**src/rtl/pipe_stage_buffer.sv**
```systemverilog
// Elastic DEPTH-entry pipeline buffer with valid/ready on both sides and a synchronous flush.
// Optional stall/transfer statistics counters are enabled with PIPE_STAGE_BUFFER_STATS_EN.
module pipe_stage_buffer #(
  parameter int WIDTH = 32,
  parameter int DEPTH = 2,
  parameter int CNT_W = 16
) (
  input  logic                         clk,
  input  logic                         rst_n,
  input  logic                         flush,
  input  logic                         in_valid,
  output logic                         in_ready,
  input  logic [WIDTH-1:0]             in_data,
  output logic                         out_valid,
  input  logic                         out_ready,
  output logic [WIDTH-1:0]             out_data,
  output logic [$clog2(DEPTH+1)-1:0]   count,
  output logic [CNT_W-1:0]             stall_cycles,
  output logic [CNT_W-1:0]             xfer_count
);

  localparam int PTR_W = $clog2(DEPTH);
  localparam int OCC_W = $clog2(DEPTH+1);
  localparam logic [OCC_W-1:0] OCC_FULL = OCC_W'(DEPTH);
  localparam logic [OCC_W-1:0] OCC_ONE  = OCC_W'(1);
  localparam logic [PTR_W-1:0] PTR_ONE  = PTR_W'(1);

  logic [WIDTH-1:0] r_mem [DEPTH];
  logic [PTR_W-1:0] r_wr_ptr;
  logic [PTR_W-1:0] r_rd_ptr;
  logic [OCC_W-1:0] r_count;
  logic             w_push;
  logic             w_pop;

  // Handshake outputs come straight from registered occupancy, so no ready path is combinational.
  assign in_ready  = (r_count != OCC_FULL);
  assign out_valid = (r_count != '0);
  assign out_data  = r_mem[r_rd_ptr];
  assign count     = r_count;

  assign w_push = in_valid && in_ready;
  assign w_pop  = out_valid && out_ready;

  always_ff @(posedge clk or negedge rst_n) begin
    if (!rst_n) begin
      r_wr_ptr <= '0;
      r_rd_ptr <= '0;
      r_count  <= '0;
    end else if (flush) begin
      r_wr_ptr <= '0;
      r_rd_ptr <= '0;
      r_count  <= '0;
    end else begin
      if (w_push) r_wr_ptr <= r_wr_ptr + PTR_ONE;
      if (w_pop)  r_rd_ptr <= r_rd_ptr + PTR_ONE;
      case ({w_push, w_pop})
        2'b10:   r_count <= r_count + OCC_ONE;
        2'b01:   r_count <= r_count - OCC_ONE;
        default: r_count <= r_count;
      endcase
    end
  end

  // Storage is intentionally left unreset; occupancy alone qualifies its contents.
  always_ff @(posedge clk) begin
    if (w_push && !flush) r_mem[r_wr_ptr] <= in_data;
  end

`ifdef PIPE_STAGE_BUFFER_STATS_EN
  localparam logic [CNT_W-1:0] CNT_ONE = CNT_W'(1);

  logic [CNT_W-1:0] r_stall_cycles;
  logic [CNT_W-1:0] r_xfer_count;

  // Saturating counters; flush leaves them untouched.
  always_ff @(posedge clk or negedge rst_n) begin
    if (!rst_n) begin
      r_stall_cycles <= '0;
      r_xfer_count   <= '0;
    end else begin
      if (out_valid && !out_ready && (r_stall_cycles != '1))
        r_stall_cycles <= r_stall_cycles + CNT_ONE;
      if (w_pop && !flush && (r_xfer_count != '1))
        r_xfer_count <= r_xfer_count + CNT_ONE;
    end
  end

  assign stall_cycles = r_stall_cycles;
  assign xfer_count   = r_xfer_count;
`else
  assign stall_cycles = '0;
  assign xfer_count   = '0;
`endif

endmodule

```
**config.mk**
```make
export PLATFORM = sky130hd
export DESIGN_NAME = pipe_stage_buffer
export DESIGN_NICKNAME = d
export VERILOG_FILES = /design/src/rtl/pipe_stage_buffer.sv
export SDC_FILE = /design/constraint.sdc
export NUM_CORES = 1
export LEC_CHECK = 0
export CORE_MARGIN = 8
export CORE_UTILIZATION = 47
export CTS_CLUSTER_DIAMETER = 50
export CTS_CLUSTER_SIZE = 24
export DETAILED_ROUTE_END_ITERATION = 10
export PLACE_DENSITY = 0.95
export RECOVER_POWER = 50
export SLEW_MARGIN = 20
export SYNTH_ARGS = -nofsm -noshare
export SYNTH_HDL_FRONTEND = slang
export SYNTH_SLANG_ARGS = --single-unit
export TNS_END_PERCENT = 50
```
**constraint.sdc**
```tcl
create_clock -name clk -period 6.1 [get_ports clk]
set_input_delay 0.61 -clock clk [delete_from_list [all_inputs] [get_ports clk]]
set_output_delay 0.61 -clock clk [all_outputs]
set_load 0.03 [all_outputs]
```
======== After elaboration in Yosys (flattened, before gate mapping) ========
Memory sizes are Yosys's and may differ from the RTL's.
Index checks and enable logic that the tools add are counted.
storage, ports and cells
  flip-flop bits (word level) ............. 4
  output and inout port bits .............. 68
  memories ................................ 1
  RAM bits ................................ 64
  bits of input ports ..................... 37
  word-level logic and storage cells ...... 27
memories
  memory  words  width  read ports  clocked after Yosys merged registers in  wr ports  RTL line  source
  r_mem   2      32     1           0                                        1         28        logic [WIDTH-1:0] r_mem [DEPTH];
operators by class
  equal/unequal tests ..................... 3
  mux-type cells .......................... 8
  reduce and logical (&&, ||, !) cells .... 8
  $add $sub $neg .......................... 4
operators by type and width
  kind                                              count
  two-way mux 1 bit                                 6
  nonzero test 2 bit                                3
  one-hot mux 2 bit (2 select lines)                1
  logical AND 1 bit                                 3
  nonzero test 3 bit                                1
  adder 1 bit, second input constant                2
  adder 2 x 1 -> 2 bit, second input constant       1
  == test 2 x 1 -> 1 bit, second input constant     1
  == test 2 bit, second input constant              1
  two-way mux 2 bit                                 1
  inequality test 2 bit, second input constant      1
  subtractor 2 x 1 -> 2 bit, second input constant  1
  logical NOT 1 bit                                 1

======== Logic depth before layout (Yosys ltp) ========
  depth after elaboration ................. 5
  depth in mapped cells ................... 4
  mapped depth without buffers ............ 4

======== Least setup slack after synthesis ========
No wires, ideal clock.
  path kind ............................... reg2reg
  start point ............................. reg r_count[1] (netlist: count[1])
  end point ............................... mem r_mem[1][0], enable pin
  stages on the path, launching flop included .. 5
  period minus slack after synthesis ...... 3.966 ns
  required time ........................... 5.632 ns
  arrival ................................. 3.498 ns
  buffers on the path ..................... 0
  setup slack ............................. 2.134 ns
  library setup time ...................... 0.468 ns
  path through ............................ dfrtp_1 > nor2b_1 > inv_1 > nand2_1 > nor3b_1
on the way
  cells in the longest elaborated chain, start to end .. 5
ends and longest elaborated chain
  item                                     RTL line  source
  from (decl)                              31        logic [OCC_W-1:0] r_count;
  from (signal assigned)                   57        2'b10: r_count <= r_count + OCC_ONE;
  from (signal assigned)                   58        2'b01: r_count <= r_count - OCC_ONE;
  from (signal assigned)                   59        default: r_count <= r_count;
  inequality test 2 bit                    36        assign in_ready = (r_count != OCC_FULL);
  via in_ready                             12        output logic in_ready,
  logical AND 1 bit                        41        assign w_push = in_valid && in_ready;
  logical AND 1 bit                        66        if (w_push && !flush) r_mem[r_wr_ptr] <= in_data;
  two-way mux 1 bit                        66
  two-way mux 1 bit (not written as such)  66
  to (decl)                                28
The timed path passes the listed nets, and every way through them passes these cells.

======== Final worst setup path ========
  start point ............................. reg r_rd_ptr
  end point ............................... out out_data[17]
on the way
  cells in the longest elaborated chain, start to end .. 1
ends and longest elaborated chain
  item                      RTL line  source
  from (decl)               30        logic [PTR_W-1:0] r_rd_ptr;
  from (signal assigned)    55        if (w_pop) r_rd_ptr <= r_rd_ptr + PTR_ONE;
  memory read (2 x 32 bit)  --
  to (decl)                 16        output logic [WIDTH-1:0] out_data,
Every way passes these cells.

==> results.yml <==
outcome:
  status: "finished clean"
routing:
  drt_iter0_markers: 71
  post_drt_wl_per_cell_um: 16.4
  antenna_left: 0
  wl_um: 5260
  route.detailed.drc: 0
  vias_per_cell: 4.63
  num_vias: 1486
  dr.pass1.iters: 4
sta:
  hold_violations: 0
  post-route-min-period_ns: 3.54
  rsz0062_at_grt: "no"
  worst_pin_slew_ns: 0.954
  final.setup_skew_ns: 0.00567
  setup_tns_ns: 0
  period_share_pct: 58.1
  fmax_mhz: 282
  slew_headroom_pct: 36.4
  drv_slew: 0
  finalSetupViolCount: 0
place:
  gp_congestion: 0.686
  port_buffers: 72
  dp_hpwl_um: 3840
clock_network:
  post_cts_buffers: 0
  cts_num_sinks: 68
  cts_tree: "done"
  clkTransAtPathRegs_ns: 0.07
  htree_levels: 3
  cts_buffer_depth: 2
  cts_hold_buf: 0
  ctsResizeCount: 0
  ctsRootBufferMaster: "clkbuf_8"
  clk_latency_ns: 0.32
  numCtsBuffers: 9
synth:
  yosysTopAreaCell: "edfxtp_1"
  syn_inst: 159
  yosys-top-cells-count: "edfxtp_1 (64), buf_4 (32), mux2_2 (32)"
  ys_warn_count: 0
  synth_area_per_cell_sq_um: 17.5
  synth_area_leaders: "edfxtp_1 (69%), mux2_2 (13%), buf_4 (8.6%)"
  synth_edf_count: 64
  ys_seq_elements: 68
  ys_seq_area_share_pct: 72.8
  netlist_area_sq_um: 2780
  async_flop_share_pct: 5.88
  yosysMostFrequentCell: "edfxtp_1"
  synthFlopType: "edfxtp_1"
  synth_top_area_share_pct: 69.2
  yosysUniqueCellTypes: 22
layout:
  fin_nets: 278
  final_util_pct: 63.1
  layout-drive-gt1-share_pct: 21.1
  nFillCells: 446
  syn2layout_area_growth_pct: 32.2
  diodes: 0
floorplanning:
  row_count: 28
  core_area_sq_um: 5820
  fp.dieH_um: 92.9
  ios: 105
  start_util_pct: 47.8
  dieWidth_um: 92.9
  die_area_sq_um: 8630
global_routing:
  gr-usage-met2_pct: 21.3
  grt_pass1_wl_um: 8170
  grt_max_degree: 33
  grt_overflow_total: 0
  gr-usage-met3_pct: 4.61
  use_met1_pct: 12.6
  grt.busiest_layer: "met2"
  grt_pass1_vias: 1672
  antenna_found_initial: 0
  grt_usage_pct: 12.0
worst_setup_path:
  critPathKind: "flop to output port"
  slowest_delay_ns: 0.80
  cp-end-kind: "output port"
  worstPathMaxFanout: 17
  crit_path_start_kind: "flop"
  cp.required_ns: 5.49
  arrival_ns: 2.93
  worstPathCellList: "clkbuf_1, mux2_2, clkdlybuf4s50_1"
  crit_slowest_cell: "dfrtp_1"
power:
  total_power_uw: 1080
  total_leakage_power_uw: 0.00130
  ir_worst_vdd_mv: 0.195
  p_per_area_nw_per_um2: 293
run:
  cap_violations: 0
min_path:
  min_path_type: "primary input to async pin"
kinds of logic after synthesis:
kind of cell / after synthesis / synth area share (%)
flip-flops: 68 / 72.8
other: 1 / 0.135
multiplexers: 33 / 13.3
buffers and inverters: 38 / 9.64
AND/OR/NAND/NOR: 10 / 2.16
AO/OA/AOI/OAI: 8 / 1.62
XOR/XNOR: 1 / 0.315
final timing paths:
kind / slack, ns / end / start / cells after the start
max: 2.56 / out_data[17] / r_rd_ptr$_DFFE_PN0P_ / 3
min: 0.56 / count[1]$_DFFE_PN0P_ / rst_n / 1
max reg2reg: 3.96 / r_mem[0][16]$_DFFE_PP_ / count[1]$_DFFE_PN0P_ / 5
min reg2reg: 0.57 / r_wr_ptr$_DFFE_PN0P_ / r_wr_ptr$_DFFE_PN0P_ / 2
max in group asynchronous: 5.37 / r_rd_ptr$_DFFE_PN0P_ / rst_n / 1
min in group clk: 0.57 / r_wr_ptr$_DFFE_PN0P_ / r_wr_ptr$_DFFE_PN0P_ / 2
per-stage QoR:
stage | instances | cell area [sq um] | hold WS (ns) | setup slack [ns]
floorplan | 190 | 2890 | 0.314 | 2.13
global placement | 305 | 3490 | 0.563 | 3.35
detailed placement | 305 | 3490 | 0.584 | 3.32
CTS | 321 | 3690 | 0.483 | 2.95
global route | 321 | 3670 | 0.557 | 2.37
finish | 321 | 3670 | 0.557 | 2.56
state kept, by name, summed over array words and instances, names as in the netlist:
register and cells:
count 2, r_mem 64, r_rd_ptr 1, r_wr_ptr 1
routing by layer:
metal | share of wire, % | vias to the layer above
met5 | 0 | -
met4 | 1.0 | 0
met3 | 8.5 | 8
met2 | 53 | 60
met1 | 38 | 728
li1 | - | 690
power breakdown:
group / internal [uW] / total [uW] / switching (uW)
Sequential: 530 / 539 / 9.04
Clock: 191 / 362 / 171
Combinational: 71.6 / 175 / 103
placed cells by master, fill, tap and decap left out, drive strengths merged, types with 2 or more instances in the layout:
master / Yosys / routed
nor3b: 2 / 2
conb: 1 / 32
clkbuf: 0 / 12
clkinvlp: 0 / 2
clkinv: 0 / 3
dlygate4sd3: 0 / 34
a21oi: 4 / 4
or2: 2 / 2
clkdlybuf4s50: 0 / 38
inv: 2 / 3
dfrtp: 4 / 4
mux2: 32 / 32
edfxtp: 64 / 64
o21ai: 2 / 2
worst max-delay path: cells and delay by family, from the launching register on:
kind | cells | cell delay [ns]
muxes | 1 | 0.42
buffers and inverters | 2 | 1.38
DFF | 1 | 0.80
layout make-up:
| type | instances | area, sq um | area share (%) |
|---|---|---|---|
| Timing Repair Buffer | 76 | 739 | 20.1 |
| Clock inverter | 7 | 76.3 | 2.08 |
| Sequential cell | 68 | 2020 | 55.1 |
| Multi-Input combinational cell | 84 | 609 | 16.6 |
| Clock buffer | 9 | 124 | 3.37 |
| Inverter | 2 | 7.51 | 0.204 |
| Tap cell | 75 | 93.8 | 2.56 |
Note: power is estimated with default switching activity, not from simulation.
